===== src/rtl/fifo_pkg.sv =====
// Shared dual-clock FIFO helpers: gray/binary pointer conversion and default synchroniser depth.
// Used by both the read-side and write-side pointer controllers.
package fifo_pkg;

    localparam int SYNC_STAGES_DEF = 2;
    localparam int PTR_MAX_W       = 32;

    typedef logic [PTR_MAX_W-1:0] ptr_word_t;

    // Pointers are passed zero-extended; w selects how many low bits are meaningful.
    function automatic ptr_word_t bin2gray(input ptr_word_t b, input int w);
        ptr_word_t m;
        m = b & ((w >= PTR_MAX_W) ? '1 : ((ptr_word_t'(1) << w) - ptr_word_t'(1)));
        return m ^ (m >> 1);
    endfunction

    function automatic ptr_word_t gray2bin(input ptr_word_t g, input int w);
        ptr_word_t b;
        logic      acc;
        b   = '0;
        acc = 1'b0;
        for (int i = PTR_MAX_W-1; i >= 0; i--) begin
            if (i < w) begin
                acc  = acc ^ g[i];
                b[i] = acc;
            end
        end
        return b;
    endfunction

endpackage


===== src/rtl/fifo_rd_ctrl_if.sv =====
// Read-side bus of the dual-clock FIFO: write pointer in, pop request, RAM address and flags out.
// rd_level exists only when FIFO_RD_LEVEL_EN is defined.
interface fifo_rd_ctrl_if #(parameter int ADDR_LEN = 4);

    logic [ADDR_LEN:0]   wr_ptr_gray;
    logic                rd_en;
    logic [ADDR_LEN-1:0] rd_addr;
    logic [ADDR_LEN:0]   rd_ptr_gray;
    logic                empty;
    logic                underflow;
`ifdef FIFO_RD_LEVEL_EN
    logic [ADDR_LEN:0]   rd_level;

    modport master (output wr_ptr_gray, rd_en,
                    input  rd_addr, rd_ptr_gray, empty, underflow, rd_level);
    modport slave  (input  wr_ptr_gray, rd_en,
                    output rd_addr, rd_ptr_gray, empty, underflow, rd_level);
`else
    modport master (output wr_ptr_gray, rd_en,
                    input  rd_addr, rd_ptr_gray, empty, underflow);
    modport slave  (input  wr_ptr_gray, rd_en,
                    output rd_addr, rd_ptr_gray, empty, underflow);
`endif

endinterface


===== src/rtl/gray_ptr_sync.sv =====
// Multi-flop synchroniser for a gray-coded pointer crossing clock domains.
// Pure flop chain, no logic between stages; shared by read and write sides.
module gray_ptr_sync #(
    parameter int WIDTH  = 5,
    parameter int STAGES = 2
) (
    input  logic             clk,
    input  logic             reset_n,
    input  logic [WIDTH-1:0] d,
    output logic [WIDTH-1:0] q
);

    logic [STAGES-1:0][WIDTH-1:0] sync_q;

    always_ff @(posedge clk or negedge reset_n) begin
        if (!reset_n) sync_q <= '0;
        else          sync_q <= {sync_q[STAGES-2:0], d};
    end

    assign q = sync_q[STAGES-1];

endmodule


===== src/rtl/fifo_rd_ctrl.sv =====
// Read-side controller of the dual-clock FIFO: syncs the write gray pointer, owns the read pointers,
// drives the RAM read address and a registered empty flag. FIFO_RD_LEVEL_EN adds a registered rd_level.
module fifo_rd_ctrl
    import fifo_pkg::*;
#(
    parameter int ADDR_LEN    = 4,
    parameter int SYNC_STAGES = SYNC_STAGES_DEF
) (
    input  logic           clk,
    input  logic           reset_n,
    fifo_rd_ctrl_if.slave  bus
);

    localparam int PW = ADDR_LEN + 1;

    logic [PW-1:0] wr_gray_s;
    logic [PW-1:0] rd_bin;
    logic [PW-1:0] rd_bin_nxt;
    logic [PW-1:0] rd_gray_nxt;
    logic [PW-1:0] rd_gray_q;
    logic          empty_q;
    logic          pop;

    gray_ptr_sync #(.WIDTH(PW), .STAGES(SYNC_STAGES)) u_wr_sync (
        .clk     (clk),
        .reset_n (reset_n),
        .d       (bus.wr_ptr_gray),
        .q       (wr_gray_s)
    );

    assign pop = bus.rd_en & ~empty_q;

    always_comb begin
        rd_bin_nxt  = rd_bin + PW'(pop);
        rd_gray_nxt = PW'(bin2gray(ptr_word_t'(rd_bin_nxt), PW));
    end

    // Empty looks at the post-pop pointer so popping the last entry flags empty on the same edge.
    always_ff @(posedge clk or negedge reset_n) begin
        if (!reset_n) begin
            rd_bin    <= '0;
            rd_gray_q <= '0;
            empty_q   <= 1'b1;
        end else begin
            rd_bin    <= rd_bin_nxt;
            rd_gray_q <= rd_gray_nxt;
            empty_q   <= (rd_gray_nxt == wr_gray_s);
        end
    end

    assign bus.rd_addr     = rd_bin[ADDR_LEN-1:0];
    assign bus.rd_ptr_gray = rd_gray_q;
    assign bus.empty       = empty_q;
    assign bus.underflow   = bus.rd_en & empty_q & reset_n;

`ifdef FIFO_RD_LEVEL_EN
    logic [PW-1:0] wr_bin_s;
    logic [PW-1:0] level_q;

    always_comb begin
        wr_bin_s = PW'(gray2bin(ptr_word_t'(wr_gray_s), PW));
    end

    always_ff @(posedge clk or negedge reset_n) begin
        if (!reset_n) level_q <= '0;
        else          level_q <= wr_bin_s - rd_bin_nxt;
    end

    assign bus.rd_level = level_q;
`endif

`ifndef SYNTHESIS
    // The gray pointer feeds another clock domain, so it may only ever move by one bit.
    a_gray_one_bit: assert property (@(posedge clk) disable iff (!reset_n)
        $onehot0(rd_gray_q ^ $past(rd_gray_q)));
    a_underflow_hold: assert property (@(posedge clk) disable iff (!reset_n)
        bus.underflow |=> (rd_bin == $past(rd_bin)));
`endif

endmodule


===== src/flat_wrapper.sv =====
// flat-port wrapper written by rule: the top's interface ports become plain ports
module fifo_rd_ctrl_flat import fifo_pkg::*;
#(
    parameter int ADDR_LEN    = 4,
    parameter int SYNC_STAGES = SYNC_STAGES_DEF
)
  (clk, reset_n, bus_wr_ptr_gray, bus_rd_en, bus_rd_addr, bus_rd_ptr_gray, bus_empty, bus_underflow);
  fifo_rd_ctrl_if #(.ADDR_LEN(ADDR_LEN)) bus_i ();
  input  logic clk;
  input  logic reset_n;
  input wire logic [$bits(bus_i.wr_ptr_gray)-1:0] bus_wr_ptr_gray;
  input wire logic [$bits(bus_i.rd_en)-1:0] bus_rd_en;
  output wire logic [$bits(bus_i.rd_addr)-1:0] bus_rd_addr;
  output wire logic [$bits(bus_i.rd_ptr_gray)-1:0] bus_rd_ptr_gray;
  output wire logic [$bits(bus_i.empty)-1:0] bus_empty;
  output wire logic [$bits(bus_i.underflow)-1:0] bus_underflow;
  assign bus_i.wr_ptr_gray = bus_wr_ptr_gray;
  assign bus_i.rd_en = bus_rd_en;
  assign bus_rd_addr = bus_i.rd_addr;
  assign bus_rd_ptr_gray = bus_i.rd_ptr_gray;
  assign bus_empty = bus_i.empty;
  assign bus_underflow = bus_i.underflow;
  fifo_rd_ctrl #(.ADDR_LEN(ADDR_LEN), .SYNC_STAGES(SYNC_STAGES)) u_core (.clk(clk), .reset_n(reset_n), .bus(bus_i));
endmodule

===== config.mk =====
export PLATFORM = sky130hd
export DESIGN_NAME = fifo_rd_ctrl_flat
export DESIGN_NICKNAME = d
export VERILOG_FILES = /design/src/rtl/fifo_pkg.sv /design/src/rtl/fifo_rd_ctrl_if.sv /design/src/rtl/gray_ptr_sync.sv /design/src/rtl/fifo_rd_ctrl.sv /design/src/flat_wrapper.sv
export SDC_FILE = /design/constraint.sdc
export NUM_CORES = 1
export LEC_CHECK = 0
export ABC_AREA = 1
export BUFFER_PORTS_ARGS = -buffer_cell sky130_fd_sc_hd__buf_2
export CORE_UTILIZATION = 35
export CTS_BUF_LIST = sky130_fd_sc_hd__clkbuf_8 sky130_fd_sc_hd__clkbuf_16
export DETAILED_ROUTE_END_ITERATION = 8
export GPL_TIMING_DRIVEN = 1
export PLACE_DENSITY = 0.67
export REMOVE_ABC_BUFFERS = 1
export SLEW_MARGIN = 40
export SYNTH_ARGS = -nofsm -noshare
export SYNTH_HDL_FRONTEND = slang
export SYNTH_SLANG_ARGS = --single-unit

===== constraint.sdc =====
create_clock -name clk -period 2.3 [get_ports clk]
set_input_delay 0.23 -clock clk [delete_from_list [all_inputs] [get_ports clk]]
set_output_delay 0.23 -clock clk [all_outputs]
set_load 0.02 [all_outputs]

**After elaboration in Yosys (flattened, before gate mapping)**

Cells that the tools add are included.

- $add $sub $neg: 1
- Equality and inequality tests: 1
- Bitwise operators: 5

Operators by type and width:

| cell | count |
|---|---|
| 5-bit by 1-bit adder with 5-bit output | 1 |
| 5-bit == test | 1 |
| 5-bit by 4-bit XOR with 5-bit output | 1 |
| 1-bit AND | 3 |
| 1-bit inverter | 1 |

- Flip-flop bits (word level): 21
- Input bits: 8
- Output and inout bits: 11
- Logic and storage cells: 12

**Depth between registers and ports, before layout**

Gate-level depths: netlist of the first run.

- Depth in word-level cells: 5
- Mapped depth: 13
- Mapped depth without buffers: 13

**Cells and area by module**

A second synthesis of the first run with hierarchy kept.

- Cell total of the unflattened synthesis: 91
- Area total of the unflattened synthesis: 855.8 sq um

By module, submodules not included:

| module | instances | cells each | area each (sq um) | sequential area each (sq um) |
|---|---|---|---|---|
| fifo_rd_ctrl | 1 | 76 | 568.0 | 251.5 |
| gray_ptr_sync | 1 | 15 | 287.8 | 250.2 |

**Least setup slack after synthesis of the first run**

Ideal clock, no wire load.

- Path type: register -> register
- Start: register u_core.empty_q, in the netlist u_core.bus.empty
- End: register u_core.empty_q, in the netlist u_core.bus.empty
- Library setup time: 0.067 ns
- Data arrival time: 1.761 ns
- Data required time: 2.233 ns
- Setup slack: 0.472 ns
- Cell stages (with the launch flop): 11
- Buffers on the path: 0
- Clock period less this slack: 1.828 ns
- Cells stage by stage: dfstp_2 -> nor2_1 -> ha_1 -> ha_1 -> xor2_2 -> nand2_1 -> nand2_1 -> nand2_1 -> nor2_2 -> nand2_1 -> nor2_1

- Cells in the longest elaborated chain, start to end: 5

Ends and longest elaborated chain:

| item | line | text |
|---|---|---|
| start, declared | fifo_rd_ctrl.sv:21 | `logic empty_q;` |
| start signal, assigned | fifo_rd_ctrl.sv:47 | `empty_q <= (rd_gray_nxt == wr_gray_s);` |
| 1-bit inverter | fifo_rd_ctrl.sv:31 | `assign pop = bus.rd_en & ~empty_q;` |
| 1-bit AND | fifo_rd_ctrl.sv:31 |  |
| 5-bit by 1-bit adder with 5-bit output | fifo_rd_ctrl.sv:34 | `rd_bin_nxt = rd_bin + PW'(pop);` |
| named net u_core.rd_bin_nxt[1] | fifo_rd_ctrl.sv:18 | `logic [PW-1:0] rd_bin_nxt;` |
| 5-bit by 4-bit XOR with 5-bit output | fifo_pkg.sv:14 | `return m ^ (m >> 1);` |
| named net u_core.rd_gray_nxt[0] | fifo_rd_ctrl.sv:19 | `logic [PW-1:0] rd_gray_nxt;` |
| 5-bit == test | fifo_rd_ctrl.sv:47 |  |

The timed path passes the listed nets, and every way through them passes these cells.

**Final worst setup path of the first run**

Same ends and word-level chain as after synthesis.

==> impl_results.md, run 1 <==
* Pre-antenna DRT Iters at 5
* Global-route wire length before repair at 2190 µm
* Worst r2r path cells at 10
* Cell taking the most area after synthesis: dfrtp_1
* Share of total power in the clock network at 0.215
* Cells after Synth at 86
* Post-synth top area share at 0.570
* Worst clock skew at 4.50 ps
* Synthesized area at 835 µm²
* Cell Pwr Density at 1530 nW/µm²
* Worst-path clk slew at 70 ps
* IO Count at 19
* RSZ-0062 raised after global routing: false
* Layout cell share with drive strength beyond 1 at 0.269
* Status: finished, final reports clean
* Max VDD drop at 0.605 mV
* Worst-Margin Slew at 426 ps
* Logic pwr share at 0.455
* Pin count of the biggest net entering global routing at 22
* WL/cell at 9.41 µm
* Static leakage at 0.555 nW
* Layout filler cell count at 215
* Worst EP arrival at 2070 ps
* Fin crit period at 1880 ps
* Unique masters post-synth at 17
* Vert. Die Dim at 50.8 µm
* CP Capture Type: flop
* Synth top area cells: dfrtp_1, nand2_1, inv_1
* Ant. Diodes at 0
* Pint at 0.941 mW
* Tot GR Track Use at 0.115
* Placer Congestion at 0.690
* Net switching power at 0.639 mW
* CP max FO at 5
* CTS hold repair buffers at 1
* Core area at 2230 µm²
* Row count at 17
* Filler-free cell count of the finished design at 136
* Commonest non-fill, non-tap cell in the layout: nand2_1
* Final Hold Fails at 0
* Via density at 4.38
* Vias post-DR at 595
* Switch share at 0.404
* Achievable Freq at 0.531 GHz
* Max-cap viol count at 0
* Setup CP Type: flop to flop
* Hold Crit Depth at 1
* Vias in the first global route at 545
* Tcrit/Tclk final at 0.819
* Clock tree from TritonCTS: done
* Final instance area at 1030 µm²
* Root Driver: clkbuf_8
* Initial Util at 0.374
* Depth of the CTS H-tree at 1
* Initial drt markers at 8
* Post-CTS Setup Inserts at 0
* Dpl hpwl at 955 µm
* Req. time, crit path at 2490 ps
* Final setup viols at 0
* Area Overhead vs Synth at 23.4%
* Nets at 119
* Final Max Slew Viols at 0
* Die area at 2580 µm²
* Flop pwr share at 0.330
* Register area share after synthesis at 0.601
* Die X at 50.8 µm
* Area post-placement at 948 µm²
* Commonest cells after routing, fill and taps aside: nand2_1, dfrtp_1, buf_2
* CTS Buf Count at 3
* Antenna violations before repair at 0
* Clk_lat worst skew at 250 ps
* HP Class: input pin to flop
* Grt total ovfl at 0
* Total Negative Setup Slacks at 0 ps
* Avg Cell Area, Syn at 9.70 µm²
* Startpoint Class: flop
* Clock Path Buffers at 2
* Placed cell count at 131
* Routed WL at 1280 µm
* Slew headroom at 0.716
* I/O Buffers at 18
* DRC at 0
* Post-route ant nets at 0
* Number of gates resized after CTS at 0
* Flops & latches, synth at 20
* YS warnings at 0
* Clock sink count at 20
## kinds of logic after synthesis
kind of cell / share of synthesized area
xor+xnor: 0.0510
flops: 0.601
buf+inv: 0.0630
fa+ha+maj: 0.0300
simple gates: 0.255
## final timing paths
kind,from,end,slack [ps]
hold / removal,bus_wr_ptr_gray[4],u_core.u_wr_sync.sync_q[4],80
hold reg to reg,u_core.u_wr_sync.sync_q[1],u_core.u_wr_sync.q[1],350
min in group asynchronous,reset_n,u_core.u_wr_sync.sync_q[0],450
setup / recovery,u_core.bus.empty,u_core.bus.empty,420
setup reg to reg,u_core.bus.empty,u_core.bus.empty,420
max in group asynchronous,reset_n,u_core.bus.empty,1520
## critical path, cell delays in order (launching register included)
cell and delay (ps):
dfstp_2 540, nor2_1 50, ha_1 220, ha_1 440
xor2_2 180, nand2_1 70, nand2_1 60, nand2_1 60
nor2_2 80, nand2_1 50, nor2_1 90
## Yosys cell counts
master	count
nor2_2	1
inv_2	2
xor2_2	1
xnor2_1	2
nor2_1	3
nand4_1	4
xor2_1	1
nand2_1	31
ha_1	2
buf_6	1
dfstp_2	1
nand2_2	1
inv_1	9
dfrtp_1	19
nand3_1	6
and3_1	1
nand2_4	1
## per-stage QoR
| step | hold slack, ps | util | worst slack, ps | total power, mW |
|---|---|---|---|---|
| final | 76.3 | 0.461 | 415 | 1.58 |
| after global routing | 64.7 | 0.461 | 289 | 1.69 |
| after detailed placement | 200 | 0.425 | 435 | 1.25 |
| after global placement | 193 | 0.425 | 506 | 1.22 |
| after CTS | 68.1 | 0.461 | 406 | 1.60 |
| after floorplan | -65.6 | - | 472 | 1.06 |
## sequential cells by signal, indices dropped and copies added (netlist names)
signal and flops:
u_core.bus.empty 1, u_core.bus.rd_ptr_gray 4, u_core.rd_bin 5, u_core.u_wr_sync.q 5, u_core.u_wr_sync.sync_q 5
## metal layers
metal	track usage	up-vias	share of wire
met1	0.143	271	0.46
met2	0.189	16	0.50
met3	0.0179	2	0.031
li1	-	306	-
met5	0	-	0
met4	0.0694	0	0.0070
## area by class of cell
type | count | area, µm² | area share
inverter | 11 | 41.3 | 0.0401
clock inverter | 1 | 30.0 | 0.0292
clock buffer | 3 | 41.3 | 0.0401
multi-input combinational | 54 | 280 | 0.272
tap | 28 | 35.0 | 0.0340
timing repair buffer | 19 | 100 | 0.0972
sequential | 20 | 502 | 0.487
## power groups by stage
stage	clock network, mW	registers (mW)	logic [mW]
floorplan	0	0.629	0.435
global placement	0	0.524	0.701
detailed placement	0	0.529	0.718
CTS	0.353	0.523	0.724
global route	0.362	0.539	0.793
finish	0.340	0.522	0.718
No activity file was read; power rests on OpenSTA's default activity.
==> inputs of run 2 (changes only) <==
Clock period 2.3 ns to 1.95 ns, I/O delays scaled along.
==> impl_results.md, run 2 (synthesized netlist as in run 1, its figures left out) <==
* Status: finished, final reports clean
* Startpoint Class: flop
* Vias in the first global route at 534
* Tot GR Track Use at 0.119
* HP Class: input pin to flop
* Static leakage at 0.559 nW
* DP Worst Slack at 82.1 ps
* IO Count at 19
* Slew headroom at 0.832
* Flop2flop setup slack at 170 ps
* Depth of the CTS H-tree at 1
* Tcrit/Tclk final at 0.911
* CP Buf/Inv Count at 0
* Pre-antenna DRT Iters at 4
* Final Hold Fails at 0
* CP Capture Type: flop
* Worst EP arrival at 1970 ps
* Placer Congestion at 0.688
* I/O Buffers at 18
* RSZ-0062 raised after global routing: false
* Via density at 4.36
* Clk_lat worst skew at 250 ps
* Layout filler cell count at 215
* Clock Path Buffers at 2
* Largest delay share family, worst path: adder cells
* Cell Pwr Density at 1800 nW/µm²
* Max-cap viol count at 0
* Max VDD drop at 0.779 mV
* Dpl hpwl at 980 µm
* Commonest non-fill, non-tap cell in the layout: nand2_1
* Commonest cells after routing, fill and taps aside: nand2_1, dfrtp_1, buf_2
* Req. time, crit path at 2140 ps
* Row count at 17
* Global-route wire length before repair at 2240 µm
* Worst-Margin Slew at 253 ps
* CP peak stage delay at 540 ps
* Nets at 120
* Pin count of the biggest net entering global routing at 21
* Vert. Die Dim at 50.8 µm
* Worst-path clk slew at 70 ps
* DRC at 0
* CTS Buf Count at 3
* Final setup viols at 0
* Post-CTS Setup Inserts at 0
* Die area at 2580 µm²
* Initial drt markers at 7
* WL/cell at 9.46 µm
* Die X at 50.8 µm
* CP max FO at 5
* Vias post-DR at 598
* Clock sink count at 20
* Total Negative Setup Slacks at 0 ps
* Fin crit period at 1780 ps
* Clock tree from TritonCTS: done
* Layout cell share with drive strength beyond 1 at 0.284
* Worst clock skew at 2.84 ps
* Root Driver: clkbuf_8
* CP max-delay cell: dfstp_2
* Area Overhead vs Synth at 25.8%
* PnR worst setup slack at 173 ps
* Routed WL at 1300 µm
* Setup CP Type: flop to flop
* Achievable Freq at 0.563 GHz
* Final Max Slew Viols at 0
* Ant. Diodes at 0
* Grt total ovfl at 0
* Most frequent CP cell: nand2_1
* Core area at 2230 µm²
* Initial Util at 0.374
* Cell Chain, Critical Path: nor2_1 -> ha_1 -> ha_4 -> xor2_2 -> nand2_1 -> nand2_1 -> nand2_1 -> nor2_2 -> nand2_1 -> nor2_1
* Post-route ant nets at 0
* Antenna violations before repair at 0
## run 2: cell count changes in the layout (fill, tap and decap cells not counted)
cell and change:
ha_4 +1, buf_4 +1, ha_1 -1
## run 2: path summary, 6_finish.rpt
check	start	end	cells after the start
max in group asynchronous	reset_n	u_core.bus.empty	3
min in group asynchronous	reset_n	u_core.u_wr_sync.sync_q[4]	3
worst min register to register	u_core.u_wr_sync.sync_q[2]	u_core.u_wr_sync.q[2]	0
worst max register to register	u_core.bus.empty	u_core.bus.empty	10
worst min-delay path	bus_wr_ptr_gray[1]	u_core.u_wr_sync.sync_q[1]	1
worst max-delay path	u_core.bus.empty	u_core.bus.empty	10
## run 2: power breakdown
part | switching (mW) | internal (mW) | total (mW)
registers | 0.0863 | 0.533 | 0.620
clock network | 0.124 | 0.274 | 0.398
logic | 0.540 | 0.333 | 0.873
total | 0.750 | 1.14 | 1.89
## run 2: final cells by class
| cell class | count | area (µm²) | area share |
|---|---|---|---|
| clock inverter | 1 | 30.0 | 0.0286 |
| tap | 28 | 35.0 | 0.0334 |
| sequential | 20 | 502 | 0.478 |
| multi-input combinational | 54 | 293 | 0.279 |
| inverter | 11 | 41.3 | 0.0393 |
| clock buffer | 3 | 41.3 | 0.0393 |
| timing repair buffer | 20 | 108 | 0.103 |
## run 2: through the flow
step | total power [mW] | std cells | area [µm²] | util | hold WS (ps)
2_1_floorplan | 1.25 | 85 | 823 | - | -101
3_3_place_gp | 1.45 | 132 | 956 | 0.428 | 192
6_report | 1.89 | 137 | 1050 | 0.470 | 43.0
3_5_place_dp | 1.47 | 132 | 956 | 0.428 | 196
4_1_cts | 1.89 | 137 | 1040 | 0.464 | 31.4
5_1_grt | 2.06 | 137 | 1050 | 0.470 | 25.0
## run 2: routing by layer
metal | vias to the layer above | share of wire | global-route usage
li1 | 309 | - | -
met1 | 275 | 0.46 | 0.140
met2 | 12 | 0.50 | 0.193
met3 | 2 | 0.026 | 0.0268
met4 | 0 | 0.0069 | 0.0833
met5 | - | 0 | 0
## run 2: timing repair
item / in CTS / in global routing
setup endpoints to repair: 0 / 1
gates resized for setup: 0 / 2
hold buffers: 1 / 0
hold endpoints to repair: 19 / 0
==> inputs of run 3 (changes only) <==
Clock period 1.95 ns to 2.25 ns, I/O delays scaled along.
==> impl_results.md, run 3 (synthesized netlist as in run 1, its figures left out) <==
* Max VDD drop at 0.727 mV
* Status: finished, final reports clean
* Vias in the first global route at 556
* Pint at 0.962 mW
* CTS hold repair buffers at 1
* Flop2flop setup slack at 360 ps
* Nets at 119
* Pin count of the biggest net entering global routing at 22
* Antenna violations before repair at 0
* Clock sink count at 20
* Cell Pwr Density at 1580 nW/µm²
* Core area at 2230 µm²
* Final Max Slew Viols at 0
* Fin crit period at 1890 ps
* Req. time, crit path at 2440 ps
* Ant. Diodes at 0
* Achievable Freq at 0.530 GHz
* Grt total ovfl at 0
* Clk_lat worst skew at 260 ps
* Static leakage at 0.555 nW
* Worst-Margin Slew at 429 ps
* Total Negative Setup Slacks at 0 ps
* Critical R2R Capture: u_core.bus.empty
* Max-cap viol count at 0
* Startpoint Class: flop
* HP Class: input pin to flop
* Clock tree from TritonCTS: done
* Area Overhead vs Synth at 23.4%
* Clock Path Buffers at 2
* Hold Path Origin: bus_wr_ptr_gray[3]
* Commonest non-fill, non-tap cell in the layout: nand2_1
* Reg2reg start: u_core.bus.empty
* Placer Congestion at 0.690
* Worst-path clk slew at 80 ps
* Vias post-DR at 608
* Final Hold Fails at 0
* Vert. Die Dim at 50.8 µm
* Placed cell count at 131
* Worst EP arrival at 2080 ps
* Worst clock skew at 6.15 ps
* IO Count at 19
* Tcrit/Tclk final at 0.838
* Slew headroom at 0.714
* Worst r2r path cells at 10
* Share of total power in the clock network at 0.217
* CP Capture Type: flop
* Final setup viols at 0
* Logic pwr share at 0.455
* Row count at 17
* DRC at 0
* I/O Buffers at 18
* Pre-antenna DRT Iters at 3
* Layout cell share with drive strength beyond 1 at 0.269
* Initial drt markers at 6
* Global-route wire length before repair at 2190 µm
* Net switching power at 0.667 mW
* Tot GR Track Use at 0.116
* Die area at 2580 µm²
* Routed WL at 1350 µm
* Root Driver: clkbuf_8
* Setup CP Type: flop to flop
* RSZ-0062 raised after global routing: false
* Via density at 4.47
* Number of gates resized after CTS at 0
* Die X at 50.8 µm
* CP max FO at 5
* Flop pwr share at 0.328
* WL/cell at 9.92 µm
* Worst setup startpoint: u_core.bus.empty
* Depth of the CTS H-tree at 1
* CTS Buf Count at 3
* End of the critical path: u_core.bus.empty
* Hold slack at 67.2 ps
* Filler-free cell count of the finished design at 136
* Dpl hpwl at 1000 µm
* Post-CTS Setup Inserts at 0
* Commonest cells after routing, fill and taps aside: nand2_1, dfrtp_1, buf_2
* Switch share at 0.409
* Post-route ant nets at 0
* Initial Util at 0.374
run 3: changes by cell type in the layout (fill, tap and decap cells not counted):
cell   previous run  this run
buf_4             1         0
ha_4              1         0
ha_1              1         2
run 3: layer usage:
| metal | vias up | global-route usage | share of wire |
|---|---|---|---|
| met4 | 0 | 0.0694 | 0.0067 |
| met3 | 2 | 0.0179 | 0.023 |
| met2 | 10 | 0.213 | 0.52 |
| li1 | 307 | - | - |
| met5 | - | 0 | 0 |
| met1 | 289 | 0.125 | 0.45 |
run 3: how the worst min path moves through the flow:
stage	end	slack [ps]	cells after the start
3_5_place_dp	u_core.u_wr_sync.sync_q[0]	200	1
4_1_cts	u_core.u_wr_sync.sync_q[2]	60	1
5_1_grt	u_core.u_wr_sync.sync_q[3]	60	1
6_report	u_core.u_wr_sync.sync_q[3]	70	1
3_3_place_gp	u_core.u_wr_sync.sync_q[0]	190	1
2_1_floorplan	u_core.bus.rd_ptr_gray[0]	-70	0
run 3: per-stage QoR:
stage                     instance area, µm²  utilization  power [mW]  setup WS (ps)
final                                   1030        0.461        1.63            365
after global routing                    1030        0.461        1.75            206
after CTS                               1030        0.461        1.64            355
after detailed placement                 948        0.425        1.28            391
after global placement                   948        0.425        1.25            456
after floorplan                          823            -        1.09            422
run 3: worst max-delay path, stage by stage, from the launching register on:
cell and delay (ps):
dfstp_2 540, nor2_1 50, ha_1 210, ha_1 450, xor2_2 180, nand2_1 60
nand2_1 50, nand2_1 60, nor2_2 80, nand2_1 50, nor2_1 90
run 3: power by group through the flow:
stage	Clock [mW]	Sequential [mW]	Combinational, mW
3_5_place_dp	0	0.542	0.736
4_1_cts	0.362	0.535	0.746
2_1_floorplan	0	0.643	0.445
5_1_grt	0.369	0.549	0.827
6_report	0.354	0.535	0.741
3_3_place_gp	0	0.535	0.717
run 3: cell type report:
class                           instances  area, µm²
Sequential cell                        20        502
Multi-Input combinational cell         54        280
Tap cell                               28       35.0
Clock buffer                            3       41.3
Timing Repair Buffer                   19        100
Inverter                               11       41.3
Fill cell                             220       1200
Clock inverter                          1       30.0
